## config.mk

```make
export PLATFORM = sky130hd
export DESIGN_NAME = datamemory_arbiter
export DESIGN_NICKNAME = d
export VERILOG_FILES = /design/src/rtl/datamemory_arbiter.sv
export SDC_FILE = /design/constraint.sdc
export NUM_CORES = 1
export LEC_CHECK = 0
export CAP_MARGIN = 20
export CORE_MARGIN = 3
export CORE_UTILIZATION = 39
export CTS_CLUSTER_DIAMETER = 200
export CTS_CLUSTER_SIZE = 8
export DETAILED_ROUTE_END_ITERATION = 7
export GPL_TIMING_DRIVEN = 0
export PLACE_DENSITY_LB_ADDON = 0.12
export SYNTH_ARGS = -nofsm -noshare
export SYNTH_HDL_FRONTEND = slang
export SYNTH_SLANG_ARGS = --single-unit
```

## constraint.sdc

```tcl
create_clock -name clk -period 4.25 [get_ports clk]
set_input_delay 0.85 -clock clk [delete_from_list [all_inputs] [get_ports clk]]
set_output_delay 0.85 -clock clk [all_outputs]
set_load 0.05 [all_outputs]
```

## src/rtl/datamemory_arbiter.sv

```systemverilog
// Round-robin arbiter and access sequencer in front of the data memory.
// Port 0 is the CPU load/store unit; port 1 is the loader/debug port.
module datamemory_arbiter #(
    parameter int DATA_WIDTH    = 32,
    parameter int ADDRESS_WIDTH = 32,
    parameter int MEMORY_SIZE   = 16
) (
    input  logic                     clk,
    input  logic                     rst,
    input  logic                     req0_valid,
    output logic                     req0_ready,
    input  logic                     req0_we,
    input  logic [ADDRESS_WIDTH-1:0] req0_addr,
    input  logic [DATA_WIDTH-1:0]    req0_wdata,
    input  logic [2:0]               req0_ctrl,
    input  logic                     req1_valid,
    output logic                     req1_ready,
    input  logic                     req1_we,
    input  logic [ADDRESS_WIDTH-1:0] req1_addr,
    input  logic [DATA_WIDTH-1:0]    req1_wdata,
    input  logic [2:0]               req1_ctrl,
    output logic                     resp0_valid,
    output logic                     resp1_valid,
    output logic [DATA_WIDTH-1:0]    resp_rdata,
    output logic                     resp_err,
    output logic                     busy,
    output logic [ADDRESS_WIDTH-1:0] mem_address,
    output logic [DATA_WIDTH-1:0]    mem_write_data,
    output logic [2:0]               mem_control,
    output logic                     mem_write_enable,
    input  logic [DATA_WIDTH-1:0]    mem_read_data
);

    typedef enum logic [1:0] {
        S_IDLE   = 2'd0,
        S_ACCESS = 2'd1,
        S_FINISH = 2'd2
    } state_t;

    state_t                   state_q;
    logic                     rr_last_q;
    logic                     port_q;
    logic                     we_q;
    logic [ADDRESS_WIDTH-1:0] addr_q;
    logic [DATA_WIDTH-1:0]    wdata_q;
    logic [2:0]               ctrl_q;
    logic                     mem_we_q;
    logic                     resp0_q;
    logic                     resp1_q;
    logic                     err_q;
    logic [DATA_WIDTH-1:0]    rdata_q;

    logic                     grant0_d;
    logic                     grant1_d;
    logic                     accept_d;
    logic                     port_d;
    logic                     sel_we_d;
    logic [ADDRESS_WIDTH-1:0] sel_addr_d;
    logic [DATA_WIDTH-1:0]    sel_wdata_d;
    logic [2:0]               sel_ctrl_d;
    logic                     err_d;

    always_comb begin
        // rr_last_q names the port granted last, so a tie goes to the other one
        grant0_d    = req0_valid & (~req1_valid | rr_last_q);
        grant1_d    = req1_valid & (~req0_valid | ~rr_last_q);
        req0_ready  = (state_q == S_IDLE) & grant0_d;
        req1_ready  = (state_q == S_IDLE) & grant1_d;
        accept_d    = req0_ready | req1_ready;
        port_d      = req1_ready;
        sel_we_d    = port_d ? req1_we    : req0_we;
        sel_addr_d  = port_d ? req1_addr  : req0_addr;
        sel_wdata_d = port_d ? req1_wdata : req0_wdata;
        sel_ctrl_d  = port_d ? req1_ctrl  : req0_ctrl;
        err_d = (sel_ctrl_d == 3'b011) | (sel_ctrl_d == 3'b110) | (sel_ctrl_d == 3'b111)
              | (|(sel_addr_d >> (MEMORY_SIZE + 2)))
              | ((sel_ctrl_d[1:0] == 2'b01) & sel_addr_d[0])
              | ((sel_ctrl_d == 3'b010) & (|sel_addr_d[1:0]))
              | (sel_we_d & sel_ctrl_d[2]);
    end

    always_ff @(posedge clk or posedge rst) begin
        if (rst) begin
            state_q   <= S_IDLE;
            rr_last_q <= 1'b1;
            port_q    <= 1'b0;
            we_q      <= 1'b0;
            addr_q    <= '0;
            wdata_q   <= '0;
            ctrl_q    <= '0;
            mem_we_q  <= 1'b0;
            resp0_q   <= 1'b0;
            resp1_q   <= 1'b0;
            err_q     <= 1'b0;
            rdata_q   <= '0;
        end else begin
            mem_we_q <= 1'b0;
            resp0_q  <= 1'b0;
            resp1_q  <= 1'b0;
            err_q    <= 1'b0;
            rdata_q  <= '0;
            case (state_q)
                S_IDLE: begin
                    if (accept_d) begin
                        rr_last_q <= port_d;
                        port_q    <= port_d;
                        if (err_d) begin
                            // Rejected without touching memory; IDLE can accept next cycle
                            resp0_q <= ~port_d;
                            resp1_q <= port_d;
                            err_q   <= 1'b1;
                        end else begin
                            we_q     <= sel_we_d;
                            addr_q   <= sel_addr_d;
                            wdata_q  <= sel_wdata_d;
                            ctrl_q   <= sel_ctrl_d;
                            mem_we_q <= sel_we_d & (sel_ctrl_d == 3'b010);
                            state_q  <= S_ACCESS;
                        end
                    end
                end
                S_ACCESS: begin
                    if (we_q && (ctrl_q == 3'b010)) begin
                        resp0_q <= ~port_q;
                        resp1_q <= port_q;
                        state_q <= S_IDLE;
                    end else begin
                        // Sub-word stores commit here, after the old word was read
                        mem_we_q <= we_q;
                        state_q  <= S_FINISH;
                    end
                end
                S_FINISH: begin
                    resp0_q <= ~port_q;
                    resp1_q <= port_q;
                    rdata_q <= we_q ? '0 : mem_read_data;
                    state_q <= S_IDLE;
                end
                default: state_q <= S_IDLE;
            endcase
        end
    end

    assign resp0_valid      = resp0_q;
    assign resp1_valid      = resp1_q;
    assign resp_rdata       = rdata_q;
    assign resp_err         = err_q;
    assign busy             = (state_q != S_IDLE);
    assign mem_address      = addr_q;
    assign mem_write_data   = wdata_q;
    assign mem_control      = ctrl_q;
    assign mem_write_enable = mem_we_q;

endmodule
```

==> results.txt, run 1 <==
After synthesis the cells add up to 0.00490 mm^2. Wires add up to 15000 um. The global-route wire length before repair was 24100 um. The final count of hold timing violations is 0, and the maximum achievable frequency is 0.248 GHz.

The largest net degree at the start of global routing came out at 57. The number of nets in the synthesized netlist is 613. 0 antenna diodes ended up in the layout. The number of unique standard cell types used by synthesis is 33. After detailed routing, the number of vias per cell comes to 4.60. Sequential cells account for 45.8% of the total power. Clock tree synthesis inserted a total of 9 buffers. The maximum buffer depth of the clock tree is 2.

The fraction of final layout cells with drive strength greater than 1 is 11.0%. The detail route stage leaves a number of antenna-violating nets equal to 0. The worst setup path is launched from an input pin. On the worst path, the slowest cell contributes a delay of 0.90 ns.

The family with the most delay on the worst path is buffers and inverters. The congestion estimate from routability-driven global placement came to 0.840. Of the total power, the share spent switching nets is 22.6%.

The CTS H-tree depth is 3. Summing internal, switching and leakage power gives 2.26 mW. The number of antenna violations at the first check in global routing came out at 0. The max-capacitance violation count is 0. In this run the worst hold path is classified as flop to flop. The later-pin clock latency in the skew report is 0.35 ns, and the final count of pins violating max slew is 0.

For this run, asynchronously set or reset flops after synthesis account for 100%. The utilization of the core after routing came out at 67.8%. For the worst flop-to-flop path, the logic depth is 7. First-iteration detailed-routing DRC count: 118. After synthesis the netlist holds a flip-flop and latch count of 108. The most used flip-flop cell after synthesis is dfrtp_1. For this run, the detailed router's first-pass iteration total came to 4. The type of the setup path with the least slack was input pin to primary output. The flow ran to the end, and the final reports show no timing, DRC or antenna violations. After layout, the worst path uses 94.9% of the clock period. Along the worst path, the maximum fanout reaches 10. The worst setup path is captured at a primary output.

The clock transition at the register clock pins on the worst setup and hold paths after CTS was 0.07 ns; the slew at the pin closest to its max-slew limit was 0.683 ns. For the standby leakage power, the log shows 3.88 nW. Clock tree synthesis selected as its root buffer the cell clkbuf_16. In this run the mean area of a mapped cell was 11.1 um^2. Combinational logic burns 14.4% of the power. For this design, the CTS-stage hold fixing added 0 buffers.

278 I/O pins were placed. Measured along the x axis, the die boundary spans 118 um. For the worst setup path, the data required time is 3.40 ns. The overall overflow remaining after global route is 0, and the post-route DRC violation count is 0.

The register area share after synthesis was 55.2%. Dividing the detail-routed wire length by the instance count gives 16.7 um. IR analysis of the VDD net gives a maximum drop of 218 uV. On the final layout, the worst clock skew is 0.00475 ns. The clock network burns 39.9% of the power. TritonCTS built the clock tree. Power spread over the standard cell area amounts to 275 mW/mm^2. The worst hold path was traced through 2 stages. On the critical path, the stage with the largest delay is an instance of clkdlybuf4s50_1.

The finished cells cover 0.00824 mm^2. In the global route stage, overall resource usage came out at 22.0%. The die covers 0.0140 mm^2.

Placed cell area: 0.00792 mm^2. The internal portion of the total power is 1.75 mW. The logs give 40.3% for the starting utilization of the core area and 0 for the number of warning messages in the yosys log. In this run, synthesis inferred 0 flip-flops with an integrated enable.

Worst path setup slack after routing: 0.216 ns. In this run the power spent charging and discharging nets is 511 uW. In this run the core area contains 40 standard-cell rows. STA puts the critical path data arrival time at 3.18 ns. Adding up every negative setup slack in the final design gives 0 ns. From bottom edge to top edge, the die measures 118 um.

The wire-length estimate of the detail-placed layout is 11900 um. Once the clock tree was built, the resizer swapped 0 gates to a different size. The time the worst path needs with I/O delays and setup was 4.03 ns; the placement-stage worst setup slack was 0.154 ns. From synthesis to final layout, the design area changed by 68.1%.

In the synthesized netlist, the number of instances is 441. Traced cell by cell, the critical path runs through clkdlybuf4s50_1 > nand2_1 > nand3_2 > inv_2 > buf_1 > clkdlybuf4s50_1. The worst-case headroom to the max-slew limit is 54.4%, and the buffers plus inverters on the worst setup path is 4. Setup repair after global routing left no endpoint under its margin.

The logs give 902 for the total number of nets in the final design and 0 for the post-CTS setup buffer count. The run gives 108 as the count of clock tree sinks. By instance count, the cell type seen most on the critical path is clkdlybuf4s50_1.

For this block, the via count after detailed routing is 4154. Buffers placed on the I/O ports in this run total 277. The region available for standard cell placement spans 0.0122 mm^2.

The critical path runs through a total of 6 cells. Setup violations remaining at the end of the flow were counted as 0. The run gives 4433 as the number of global-route vias before repair.
==> synthesized netlist by cell type (2+ instances only) <==
cell type  instances  share of area (%)
and2_1            32                4.1
nand3_1            4               0.41
nand2_1          166                 13
mux2_4            50                 15
buf_12             6                2.5
nor4_1             5               0.64
mux2_1             3               0.69
o41ai_1            3               0.54
clkbuf_1           9               0.69
a211oi_1           2               0.31
o21ai_0            4               0.41
nand2b_1           2               0.26
dfrtp_1          107                 55
nor2_1             3               0.23
mux2i_1            3               0.61
buf_1              5               0.38
nor2b_1           16                2.0
inv_1              5               0.38
a21o_1             2               0.31
==> cells in the final DEF (no fill, tap or decap), types with 4 or more instances in the layout <==
| cell | n |
|---|---|
| clkdlybuf4s50_1 | 277 |
| clkbuf_1 | 10 |
| inv_1 | 4 |
| and2_1 | 32 |
| nand3_1 | 4 |
| nor4_1 | 5 |
| dfrtp_1 | 107 |
| nor2b_1 | 16 |
| clkbuf_16 | 9 |
| buf_1 | 5 |
| o21ai_0 | 4 |
| nand2_1 | 166 |
| buf_12 | 6 |
| mux2_4 | 50 |
==> metrics by stage <==
step / std cells / hold slack, ns
4_1_cts: 903 / 0.479
3_3_place_gp: 886 / 0.453
5_1_grt: 903 / 0.491
6_report: 903 / 0.477
2_1_floorplan: 441 / 0.439
3_5_place_dp: 887 / 0.467
==> cell type report <==
cell class	instances	area, um^2
plain buffers	22	195
clock buffers	11	243
clock inverters	5	83.8
fillers	942	3920
inverters	6	25.0
multi-input cells	305	1980
flip-flops and latches	108	2700
well taps	168	210
repair buffers	278	2800
==> final timing paths <==
path	startpoint	to	slack, ns
max in group asynchronous	rst	rr_last_q	2.55
worst min-delay path	rr_last_q	rr_last_q	0.48
worst max-delay path	req0_valid	req1_ready	0.22
min in group asynchronous	rst	resp_rdata[9]	0.95
worst max register to register	state_q[1]	mem_write_data[27]	2.05
worst min register to register	rr_last_q	rr_last_q	0.48
==> routing by layer <==
layer	part of all wire, %	vias to the layer above	track usage (%)
li1	-	1996	-
met1	36	1942	23.6
met2	50	195	37.7
met3	11	21	10.4
met4	2.4	0	8.06
met5	0	-	0
==> worst min-delay path, stage by stage, from the launching register on <==
cell	delay (ns)
dfstp_2	0.38
nand2_1	0.05
nand2_1	0.05
==> state kept, by name (all words and copies together), names as in the netlist <==
name / count
rr_last_q: 1
state_q: 2
resp_rdata: 32
we_q: 1
resp0_valid: 1
mem_write_data: 32
resp_err: 1
resp1_valid: 1
mem_write_enable: 1
mem_control: 3
port_q: 1
mem_address: 32
==> cells by family after synthesis <==
family	after synthesis	share of synthesized area (%)
AND/OR/NAND/NOR	234	21.4
flip-flops	108	55.2
multiplexers	56	16.6
AO/OA/AOI/OAI	15	2.40
buffers and inverters	28	4.44
==> power by group through the flow <==
stage	registers [mW]	logic (mW)	clock network (mW)
floorplan	1.07	0.109	0
global placement	1.06	0.318	0
detailed placement	1.06	0.327	0
CTS	1.04	0.330	0.928
global route	1.04	0.357	0.977
finish	1.04	0.325	0.903
Power figures use the tool's default switching activity.
==> inputs of run 2 (changes only) <==
--- a/config.mk
+++ b/config.mk
@@ -13,6 +13,7 @@
 export DETAILED_ROUTE_END_ITERATION = 7
 export GPL_TIMING_DRIVEN = 0
 export PLACE_DENSITY_LB_ADDON = 0.12
+export RECOVER_POWER = 100
 export SYNTH_ARGS = -nofsm -noshare
 export SYNTH_HDL_FRONTEND = slang
 export SYNTH_SLANG_ARGS = --single-unit
==> run 2 against run 1 <==
Against the previous run:
- the flow now finishes with violations (max-capacitance violations, max-slew violations)
- non-clock buffer count unchanged
- first-iteration DRC count decreased by 17%
- clock power about the same
- setup slack improved by 0.0022 ns
- worst hold slack about the same
- cell count unchanged
- critical path type unchanged
==> results.txt, run 2 (same netlist as run 1, synthesis figures left out) <==
The flow ran to the end, but the final reports show violations. The checks that failed: max-capacitance violations, max-slew violations. The width of the die works out to 118 um (unchanged).

The detailed-route wire length per cell is 16.4 um (-1.4%). The last weighted congestion value of the routability-driven placer is 0.840 (unchanged). The post-detailed-route via-to-cell ratio was 4.61 (+0.26%). For the global-route wire length before repair, the log shows 24100 um (unchanged). The tools report the clock share of power as 40.0% (about the same). For the fraction of power consumed by sequential logic, the log shows 45.8% (about the same). The count of clock tree sinks is 108 (unchanged), and the total number of nets in the final design is 902 (unchanged).

The tools report the post-cts hold buffer count as 0 (unchanged). The number of antenna violations at the first check in global routing is 1 (+1). The run gives 0 (unchanged) as the overall overflow remaining after global route. The count of antenna diodes in the layout is 0 (unchanged). The worst setup path is launched from an input pin. Later-pin clock latency in the skew report: 0.35 ns (about the same).

The final count of pins violating max slew is 53 (+53). The run gives 0.00638 ns (+0.00163 ns) as the worst clock skew. The number of standard-cell rows in the floorplan is 40 (unchanged).

The logs give 0 (unchanged) for the number of resized instances in the post-cts repair step and 14800 um (-1.4%) for the total wire length. Die footprint: 0.0140 mm^2 (unchanged). The maximum achievable frequency was 0.248 GHz (about the same). The worst supply voltage drop on vdd was 218 uV (about the same); the number of global-route vias before repair was 4433 (unchanged). Worst-case headroom to the max-slew limit: -60.0% (-110 points). The total of buffers placed on input and output ports is 277 (unchanged). Share of total power consumed by net switching: 22.7% (+0.081 points). The post-route clock period utilization was 94.9% (about the same). The min-delay analysis places its worst path in the category flop to flop. The setup path with the least slack is of type input pin to primary output.

Worst path setup slack after routing: 0.219 ns (+0.00219 ns). Maximum buffer depth of the clock tree: 2 (unchanged). The logs give 11900 um (unchanged) for the detailed-placement wirelength estimate and 1 (+1) for the max-capacitance violation count.

The number of placed I/O pins was 278 (unchanged); the arrival time at the worst endpoint was 3.18 ns (about the same). The fill cell instance count of the final layout is 1008 (+7.0%). The data required time of the worst path is 3.40 ns (about the same).

Most frequent standard cell in the layout excluding fill and tap cells: clkdlybuf4s50_1. The run gives 65.4% (-2.3 points) as the utilization of the core after routing. The logs give 4 (unchanged) for the first-pass iteration count of the detailed router and 98 (-17%) for the first-iteration detailed-routing DRC count.

Setup repair after global routing left no endpoint under its margin. The signal on the critical path passes through clkdlybuf4s50_1 > nand2_1 > nand3_2 > inv_2 > clkbuf_1 > clkdlybuf4s50_1. Die extent in y: 118 um (unchanged). The cell seen most often among critical-path stages is clkdlybuf4s50_1.

The final count of hold timing violations is 0 (unchanged), and the count of endpoints failing setup in the final report is 0 (unchanged). The all-layer global routing usage came out at 22.0% (unchanged). The tools report the net switching power as 513 uW (+0.29%). The starting utilization of the core area was 40.3% (unchanged); the via total after detailed routing was 4165 (+0.26%). The number of nets with antenna violations after routing is 0 (unchanged), and the internal portion of total power is 1.75 mW (-0.18%). The peak fanout along the critical path is 10 (unchanged). TritonCTS built the clock tree.

The logs give 4.17 nW (+7.6%) for the standby leakage power and 0.0122 mm^2 (unchanged) for the core outline area. The tools report the cell at the root of the clock tree as clkbuf_16. The fraction of final layout cells with drive strength greater than 1 came out at 3.67% (-7.3 points). For the combinational share of power, the log shows 14.1% (-0.3 points). Cell type of the slowest stage on the worst timing path: clkdlybuf4s50_1.

The run gives 3 (unchanged) as the CTS H-tree depth. The buffers plus inverters on the worst setup path works out to 4 (unchanged). The time the worst path needs with I/O delays and setup works out to 4.03 ns (-0.00219 ns). For the post-route DRC violation count, the log shows 0 (unchanged).

The CTS buffer count was 9 (unchanged). The delay of the slowest critical-path stage works out to 0.90 ns (about the same). Layout overhead on the synthesized area: 62.3%.

STA classifies the critical path endpoint as a primary output. The clock transition at the register clock pins on the worst setup and hold paths after CTS came out at 0.07 ns (about the same). The logs give 0 (unchanged) for the post-CTS setup buffer count and 0.154 ns (unchanged) for the placement-stage worst setup slack. The tools report the largest net degree at the start of global routing as 57 (unchanged). The kind of cell with the highest combined delay along the critical path is buffers and inverters. In the layout the commonest cells are clkdlybuf4s50_1, nand2_1, dlygate4sd3_1.

The power density normalized to cell area came out at 284 mW/mm^2 (+3.5%). Slew at the pin closest to its max-slew limit: 2.39 ns (+1.70 ns).
## run 2: changes by cell type in the layout (fill, tap and decap cells not counted), sizes merged
cell,previous run,this run
buf,14,5
clkbuf,20,29
clkdlybuf4s50,277,169
clkinvlp,2,3
dlygate4sd3,0,108
inv,7,6
## run 2: layout make-up
type	instances	area (um^2)	share of cell area, %
Multi-Input combinational cell	305	1810	22.7
Sequential cell	108	2700	34.0
Timing Repair Buffer	278	2800	35.2
Clock inverter	5	83.8	1.05
Tap cell	168	210	2.64
Buffer	22	82.6	1.04
Clock buffer	11	243	3.05
Inverter	6	23.8	0.299
## run 2: final timing paths
path                       slack, ns                  to       start  depth (start not counted)
max reg2reg                     1.47  mem_write_data[27]  state_q[1]                          7
min reg2reg                     0.48           rr_last_q   rr_last_q                          2
min in group asynchronous       1.59      resp_rdata[17]         rst                          2
min                             0.48           rr_last_q   rr_last_q                          2
max                             0.22          req1_ready  req0_valid                          6
max in group asynchronous       1.56      mem_address[0]         rst                          2
## run 2: power by group through the flow
stage / registers (mW) / clock network [mW] / logic (mW)
finish: 1.04 / 0.906 / 0.320
global route: 1.04 / 0.977 / 0.352
CTS: 1.04 / 0.928 / 0.330
detailed placement: 1.06 / 0 / 0.327
global placement: 1.06 / 0 / 0.318
floorplan: 1.07 / 0 / 0.109
## run 2: metrics by stage
step                setup TNS [ns]  std cells  total power [mW]  instance area, um^2  hold WS (ns)
CTS                              0        903              2.29                 8240         0.479
finish                           0        903              2.26                 7960         0.477
global placement            -99.20        886              1.37                 7890         0.453
global route                     0        903              2.37                 7960         0.491
detailed placement               0        887              1.38                 7920         0.467
floorplan                        0        441              1.18                 4900         0.439
## run 2: worst min-delay path, delay by kind of cell, from the launching register on
kind,cells,cell delay [ns]
flip-flops,1,0.38
AND/OR/NAND/NOR,2,0.10
## run 2: per-layer routing
layer | wire [um] | GRT usage [%] | share of wire (%) | up-vias
met5 | 13 | 0 | 0.088 | -
met4 | 345 | 8.06 | 2.3 | 2
met3 | 1640 | 10.4 | 11 | 24
met2 | 7500 | 37.7 | 51 | 202
met1 | 5340 | 23.6 | 36 | 1936
li1 | - | - | - | 2001
==> inputs of run 3 (changes only) <==
--- a/config.mk
+++ b/config.mk
@@ -8,12 +8,10 @@
 export CAP_MARGIN = 20
 export CORE_MARGIN = 3
 export CORE_UTILIZATION = 39
-export CTS_CLUSTER_DIAMETER = 200
 export CTS_CLUSTER_SIZE = 8
 export DETAILED_ROUTE_END_ITERATION = 7
 export GPL_TIMING_DRIVEN = 0
 export PLACE_DENSITY_LB_ADDON = 0.12
-export RECOVER_POWER = 100
 export SYNTH_ARGS = -nofsm -noshare
 export SYNTH_HDL_FRONTEND = slang
 export SYNTH_SLANG_ARGS = --single-unit
==> results of run 3 <==
The final DEF is identical to that of run 1; final timing and power are the same.
